### src/rtl/lsu_ctrl.sv
// rtl/lsu_ctrl.sv - single-outstanding load/store controller between pipeline and memory bus
// Optional feature: define LSU_TIMEOUT_EN to abort ISSUE after TIMEOUT_CYCLES cycles.
module lsu_ctrl #(
  parameter int unsigned TIMEOUT_CYCLES = 255
) (
  input  logic        clk_i,
  input  logic        rst_i,
  input  logic        req_valid_i,
  output logic        req_ready_o,
  input  logic        req_we_i,
  input  logic [4:0]  req_size_onehot_i,
  input  logic [31:0] req_addr_i,
  input  logic [31:0] req_wdata_i,
  input  logic        flush_i,
  output logic        resp_valid_o,
  output logic [31:0] resp_rdata_o,
  output logic        resp_misaligned_o,
  output logic        resp_err_o,
  output logic        mem_valid_o,
  input  logic        mem_ready_i,
  output logic [31:0] mem_addr_o,
  output logic        mem_we_o,
  output logic [3:0]  mem_wstrb_o,
  output logic [31:0] mem_wdata_o,
  input  logic        mem_rvalid_i,
  input  logic [31:0] mem_rdata_i,
  input  logic        mem_err_i,
  output logic        busy_o
);

  typedef enum logic [2:0] {S_IDLE, S_ISSUE, S_WAIT, S_DONE, S_DRAIN} state_e;

  state_e      state_q, state_d;
  logic [31:0] addr_q, addr_d;
  logic [4:0]  size_q, size_d;
  logic        we_q, we_d;
  logic [31:0] wdata_q, wdata_d;
  logic [31:0] rdata_q, rdata_d;
  logic        mis_q, mis_d;
  logic        err_q, err_d;

  logic        live, accept, req_mis, q_word, q_half, timeout;
  logic [31:0] shifted, load_data;

  assign live   = !rst_i;
  assign accept = req_valid_i && req_ready_o;

  always_comb begin
    req_mis = 1'b0;
    if (req_size_onehot_i[4])                             req_mis = (req_addr_i[1:0] != 2'b00);
    else if (req_size_onehot_i[2] || req_size_onehot_i[3]) req_mis = req_addr_i[0];
  end

  assign q_word = size_q[4];
  assign q_half = !size_q[4] && (size_q[2] || size_q[3]);

`ifdef LSU_TIMEOUT_EN
  localparam int unsigned CW = ($clog2(TIMEOUT_CYCLES + 1) > 8) ? $clog2(TIMEOUT_CYCLES + 1) : 8;
  logic [CW-1:0] cnt_q, cnt_d;

  // Counter is zero outside ISSUE, so it restarts on every entry.
  assign cnt_d   = (state_q == S_ISSUE) ? cnt_q + 1'b1 : '0;
  assign timeout = (cnt_q == CW'(TIMEOUT_CYCLES - 1));

  always_ff @(posedge clk_i) begin
    if (rst_i) cnt_q <= '0;
    else       cnt_q <= cnt_d;
  end
`else
  assign timeout = 1'b0;
`endif

  always_comb begin
    shifted   = mem_rdata_i >> {addr_q[1:0], 3'b000};
    load_data = '0;
    if (we_q)           load_data = '0;
    else if (size_q[4]) load_data = mem_rdata_i;
    else if (size_q[2]) load_data = {{16{shifted[15]}}, shifted[15:0]};
    else if (size_q[3]) load_data = {16'h0000, shifted[15:0]};
    else if (size_q[0]) load_data = {{24{shifted[7]}}, shifted[7:0]};
    else if (size_q[1]) load_data = {24'h000000, shifted[7:0]};
  end

  always_comb begin
    state_d = state_q;
    addr_d  = addr_q;
    size_d  = size_q;
    we_d    = we_q;
    wdata_d = wdata_q;
    rdata_d = rdata_q;
    mis_d   = mis_q;
    err_d   = err_q;
    case (state_q)
      S_IDLE: if (accept) begin
        addr_d  = req_addr_i;
        size_d  = req_size_onehot_i;
        we_d    = req_we_i;
        wdata_d = req_wdata_i;
        if (req_size_onehot_i == 5'b00000) begin
          state_d = S_DONE; rdata_d = '0; mis_d = 1'b0; err_d = 1'b1;
        end else if (req_mis) begin
          state_d = S_DONE; rdata_d = '0; mis_d = 1'b1; err_d = 1'b0;
        end else begin
          state_d = S_ISSUE;
        end
      end
      S_ISSUE: begin
        if (flush_i)          state_d = mem_ready_i ? S_DRAIN : S_IDLE;
        else if (mem_ready_i) state_d = S_WAIT;
        else if (timeout) begin
          state_d = S_DONE; rdata_d = '0; mis_d = 1'b0; err_d = 1'b1;
        end
      end
      S_WAIT: begin
        // A flush coinciding with the response consumes it silently.
        if (mem_rvalid_i) begin
          if (flush_i) state_d = S_IDLE;
          else begin
            state_d = S_DONE; rdata_d = load_data; mis_d = 1'b0; err_d = mem_err_i;
          end
        end else if (flush_i) begin
          state_d = S_DRAIN;
        end
      end
      S_DONE:  state_d = S_IDLE;
      S_DRAIN: if (mem_rvalid_i) state_d = S_IDLE;
      default: state_d = S_IDLE;
    endcase
  end

  always_ff @(posedge clk_i) begin
    if (rst_i) begin
      state_q <= S_IDLE;
      addr_q  <= '0;
      size_q  <= '0;
      we_q    <= 1'b0;
      wdata_q <= '0;
      rdata_q <= '0;
      mis_q   <= 1'b0;
      err_q   <= 1'b0;
    end else begin
      state_q <= state_d;
      addr_q  <= addr_d;
      size_q  <= size_d;
      we_q    <= we_d;
      wdata_q <= wdata_d;
      rdata_q <= rdata_d;
      mis_q   <= mis_d;
      err_q   <= err_d;
    end
  end

  assign req_ready_o       = live && (state_q == S_IDLE) && !flush_i;
  assign mem_valid_o       = live && (state_q == S_ISSUE);
  assign resp_valid_o      = live && (state_q == S_DONE) && !flush_i;
  assign busy_o            = live && (state_q != S_IDLE);
  assign resp_rdata_o      = live ? rdata_q : '0;
  assign resp_misaligned_o = live && mis_q;
  assign resp_err_o        = live && err_q;
  assign mem_addr_o        = live ? {addr_q[31:2], 2'b00} : '0;
  assign mem_we_o          = live && we_q;

  always_comb begin
    mem_wstrb_o = 4'h0;
    mem_wdata_o = '0;
    if (live) begin
      if (q_word) begin
        mem_wstrb_o = 4'hF;
        mem_wdata_o = wdata_q;
      end else if (q_half) begin
        mem_wstrb_o = 4'h3 << {addr_q[1], 1'b0};
        mem_wdata_o = {2{wdata_q[15:0]}};
      end else begin
        mem_wstrb_o = 4'h1 << addr_q[1:0];
        mem_wdata_o = {4{wdata_q[7:0]}};
      end
    end
  end

endmodule

### config.mk
export PLATFORM = sky130hd
export DESIGN_NAME = lsu_ctrl
export DESIGN_NICKNAME = d
export VERILOG_FILES = /design/src/rtl/lsu_ctrl.sv
export SDC_FILE = /design/constraint.sdc
export NUM_CORES = 1
export LEC_CHECK = 0
export CAP_MARGIN = 10
export CORE_ASPECT_RATIO = 0.8
export CORE_MARGIN = 5
export CORE_UTILIZATION = 40
export DETAILED_ROUTE_END_ITERATION = 8
export PLACE_DENSITY = 0.78
export SYNTH_ARGS = -nofsm -noshare
export SYNTH_HDL_FRONTEND = slang
export SYNTH_SLANG_ARGS = --single-unit
### constraint.sdc
create_clock -name clk_i -period 2.3 [get_ports clk_i]
set_input_delay 0.46 -clock clk_i [delete_from_list [all_inputs] [get_ports clk_i]]
set_output_delay 0.46 -clock clk_i [all_outputs]
set_load 0.1 [all_outputs]
# Word level (Yosys, flattened, before mapping)
# Cells that the tools add are included.
dict set report totals {
  register_bits 107
  input_bits 109
  output_inout_bits 107
}
dict set report classes {
  n_reduce_logical 24
  mux 45
  n_eq_ne 11
  shift 3
}
# operator n
set op_table {}
lappend op_table {{two-way mux 32 bit} 15}
lappend op_table {{one-hot mux 32 bit (2 select lines)} 1}
lappend op_table {{>> shifter 32 x 5 -> 16 bit} 1}
lappend op_table {{two-way mux 3 bit} 7}
lappend op_table {{two-way mux 1 bit} 12}
lappend op_table {{two-way mux 4 bit} 3}
lappend op_table {{one-hot mux 3 bit (4 select lines)} 1}
lappend op_table {{logical AND 1 bit} 11}
lappend op_table {{!= test 3 bit, second input constant} 3}
lappend op_table {{two-way mux 8 bit} 1}
lappend op_table {{!= test 2 bit, second input constant} 4}
lappend op_table {{equality test 3 x 2 -> 1 bit, second input constant} 2}
lappend op_table {{two-way mux 2 bit} 3}
lappend op_table {{logical NOT 5 bit} 1}
lappend op_table {{AND reduction 5 bit} 1}
lappend op_table {{one-hot mux 1 bit (2 select lines)} 2}
lappend op_table {{AND reduction 4 bit} 1}
lappend op_table {{nonzero test 2 bit} 2}
lappend op_table {{<< shifter 1 x 2 -> 4 bit, first input constant} 1}
lappend op_table {{<< shifter 2 x 2 -> 4 bit, first input constant} 1}
lappend op_table {{equality test 3 x 1 -> 1 bit, second input constant} 1}
lappend op_table {{equality test 3 bit, second input constant} 1}
lappend op_table {{logical NOT 1 bit} 3}
lappend op_table {{logical NOT 3 bit} 1}
lappend op_table {{other kinds (3)} 4}

# Logic depth before layout (Yosys ltp)
dict set report depth {
  depth_word 10
  mapped_depth 7
  depth_no_buf 4
}

# Worst setup path before layout
# OpenSTA, ideal clock, no wires.
dict set report synth_path {
  path_type {input to output}
  startpoint {in rst_i}
  endpoint {out mem_valid_o}
  n_path_buf 3
  arrival_ns 4.184
  cell_stages 4
  setup_slack_ns -2.344
  path_cell_list {clkbuf_1 clkbuf_1 clkbuf_1 nor4b_1}
}
dict set report synth_via {
  elab_chain_cells 2
}
# item line_no
set synth_rtl {}
lappend synth_rtl {{start: declaration} 7} ;# input logic rst_i,
lappend synth_rtl {{logical NOT 1 bit} 45} ;# assign live = !rst_i;
lappend synth_rtl {{logical AND 1 bit} 154} ;# assign mem_valid_o = live && (state_q == S_ISSUE);
lappend synth_rtl {{end: declaration} 19} ;# output logic mem_valid_o,
# No other way between the ends.

# Worst setup path after layout
dict set report layout_path {
  startpoint {in req_size_onehot_i[0]}
  endpoint {reg rdata_q[21]}
}
dict set report layout_via {
  elab_chain_cells 4
}
# item line_no
set layout_rtl {}
lappend layout_rtl {{start: declaration} 11} ;# input logic [4:0] req_size_onehot_i,
lappend layout_rtl {{logical NOT 5 bit (*)} 99} ;# if (req_size_onehot_i == 5'b00000) begin
lappend layout_rtl {{two-way mux 32 bit} 99}
lappend layout_rtl {{two-way mux 32 bit} 94} ;# S_IDLE: if (accept) begin
lappend layout_rtl {{one-hot mux 32 bit (2 select lines)} 93} ;# case (state_q)
lappend layout_rtl {{end signal: assignment} 147} ;# rdata_q <= rdata_d;
lappend layout_rtl {{end: declaration} 38} ;# logic [31:0] rdata_q, rdata_d;
# Every way passes the cells marked *; elsewhere a longest branch is shown, timed or not. The select of a mux whose other input is x is not followed.
# A chain may end at the register's enable or synchronous reset.

==> impl_metrics.yaml <==
outcome:
  status: "complete, no violations"
grt:
  track_usage_pct: 23.96
  overflow: 0
  grt_pass1_vias: 5870
  grt_pass1_wl_mm: 31.77
  grt_max_degree: 59
  antenna_found_initial: 1
timing:
  clock.fmax_ghz: 0.4385
  setup_viol: 0
  tightest_slew_ns: 0.8331
  period_minus_slack_ns: 2.281
  finalHoldViolCount: 0
  fin_setup_tns_ns: 0
  drv_slew: 0
  slew_headroom_pct: 44.03
  grt_setup_unrepaired: "true"
  fin_skew_ns: 0.008224
  finalCritPeriodShare_pct: 99.16
cts:
  htreeDepth: 3
  hold_buffers: 0
  cts_tree: "built"
  cts_buffer_depth: 2
  root_buffer: "clkbuf_16"
  cts-buffers-inserted: 9
  worstSkewPairLatency_ns: 0.34
  clock_sinks: 107
  cts.clk_slew.worst_paths_ns: 0.07
power:
  p_leak_nw: 3.426
  powerDensity_mw_per_mm2: 471.8
  p_int_mw: 3.318
  comb_power_share_pct: 25.7
  power_frac_clock_pct: 33.7
  ir_drop_mv: 0.4526
  p_switching_mw: 1.469
  seqPwrFrac_pct: 40.6
  p_sw_share_pct: 30.69
detailed_routing:
  vias_per_cell: 5.510
  drt_first_pass_iters: 4
  met3WireLength_mm: 1.976
  drc: 0
  post_drt_wl_per_cell_um: 18.37
  ant_nets: 0
  wl_met1_mm: 8.556
  drt_wl_total_mm: 20.47
  via_count: 6138
  top_layer: "met5"
  drtIter0Drc: 521
  wl_met2_mm: 9.685
logic_synthesis:
  synth_area_mm2: 0.005614
  ys_ff_latch: 107
  ys.flop_type: "dfxtp_1"
  synth_cell_types: 51
  synthTopCellsByArea: "dfxtp_1, nand2_1, nor2b_1"
  synthCells: 736
  synth_warnings: 0
  syn-mean-instance-area_um2: 7.628
  yosys.area.top_type_share_pct: 38.15
  async_flop_share_pct: 0
  yosysMostFrequentCell: "nand2_1"
  synth_edf_count: 0
  yosys.area.top_type: "dfxtp_1"
  seq_area_frac_synth_pct: 38.15
  yosys-top-cells-count: "nand2_1, dfxtp_1, a21oi_1, nor2b_1, clkbuf_1"
setup_path:
  cp.depth: 6
  cp.arrival_ns: 2.51
  cpMaxStageDelayCell: "or4_4"
  timing.reg2reg.setup_slack_ns: 0.14
  crit_required_ns: 2.53
  rr_worst_depth: 5
  cp_top_family: "compound AO/OA/AOI/OAI gates"
  crit_buf_inv: 2
  worstPathMaxFanout: 26
  path_cells: "clkdlybuf4s50_1, or4_4, o211a_1, o21a_1, buf_12, o41ai_1"
  critical_path_class: "input port to register"
  slowest_delay_ns: 0.55
  worstSetupStartpointType: "input port"
  end_kind: "register"
floorplan:
  ios: 216
  dieArea_mm2: 0.01652
  coreArea_mm2: 0.01365
  die_h_um: 116.0
  die_x_um: 142.5
  start_util_pct: 41.14
  rows: 38
layout:
  fin_cells: 1114
  final_core_util_pct: 74.37
  nets: 1038
  drive_gt1_share_pct: 28.48
  area_growth_pct: 80.77
  n_antenna_cell: 0
worst_hold_path:
  hold_path_depth: 2
  hold_class: "input port to register"
placed_design:
  place_inst: 1096
  place.gp.congestion: 0.9353
  numPortBuffers: 213
  dp_hpwl_mm: 15.20
job:
  maxCapViolations: 0
==> cell families (layout without fill, tap and decap cells) <==
group                      after synthesis  count (layout)  synth area share (%)
muxes                                   27              27                 5.237
AOI/OAI and AO/OA                      188             188                 22.22
other                                    1               2               0.06680
DFF                                    107             107                 38.15
buffers and inverters                   73             270                 5.638
adders and majority gates                1               1                0.1783
and+or+nand+nor                        339             339                 28.51
==> timing repair <==
item | CTS | global route
pin swaps | 0 | 2
gates resized for setup | 3 | 14
buffers inserted | 0 | 1
setup endpoints to repair | 8 | 24
==> power groups by stage <==
stage | clock, mW | combinational (mW) | sequential [mW]
finish | 1.61 | 1.23 | 1.94
global route | 1.72 | 1.29 | 1.95
CTS | 1.65 | 1.22 | 1.94
detailed placement | 0 | 1.21 | 1.98
global placement | 0 | 1.20 | 1.98
floorplan | 0 | 0.712 | 1.97
==> cell usage in the layout, fill, tap and decap left out, drive strengths merged, types with 3 or more instances in the layout <==
master / count
nand2: 178
buf: 144
clkdlybuf4s50: 107
dfxtp: 107
a21oi: 84
nor2b: 75
nor2: 49
o211ai: 33
mux2i: 17
o41ai: 17
o21ai: 13
clkbuf: 11
nor3b: 10
o221ai: 9
mux2: 9
a311oi: 8
a211oi: 8
nand3b: 8
a32o: 7
clkinv: 3
inv: 3
==> through the flow <==
step | cell area, um^2 | total power [mW] | hold WS [ns] | setup slack [ns]
2_1_floorplan | 6327 | 2.682 | 0.4360 | -0.3331
3_3_place_gp | 9742 | 3.177 | 0.4424 | -0.2260
3_5_place_dp | 9742 | 3.194 | 0.4476 | -0.3383
4_1_cts | 10060 | 4.804 | 0.3944 | 0.006179
5_1_grt | 10150 | 4.963 | 0.4081 | -0.02821
6_report | 10150 | 4.788 | 0.4064 | 0.01929
==> path summary, 6_finish.rpt <==
check	end	from
max	rdata_q[21]	req_size_onehot_i[0]
min	size_q[4]	rst_i
max reg2reg	rdata_q[8]	state_q[2]
min reg2reg	wdata_q[17]	wdata_q[17]
==> layout make-up <==
type | instances | area [um^2]
Clock inverter | 5 | 60.06
Multi-Input combinational cell | 557 | 3861
Clock buffer | 11 | 252.7
Tap cell | 180 | 225.2
Sequential cell | 107 | 2146
Inverter | 3 | 12.51
Timing Repair Buffer | 251 | 3591
Fill cell | 978 | 3497
==> sequential cells by signal (all words and copies together), names as in the netlist <==
register,cells
wdata_q,32
size_q,5
mis_q,1
rdata_q,32
err_q,1
state_q,3
we_q,1
addr_q,32
==> worst reg2reg max path, cell delays in order (launching register included) <==
cell     delay [ns]
dfxtp_1        0.31
buf_4          0.16
or4b_4         0.56
nor3_1         0.66
a32o_1         0.27
mux2_2         0.16
==> metal layers <==
layer  track usage, %  vias up
li1                 -     2940
met1            31.83     2908
met2            39.49      265
met3            6.848       23
met4            4.243        2
met5                0        -
Power figures use the tool's default switching activity.
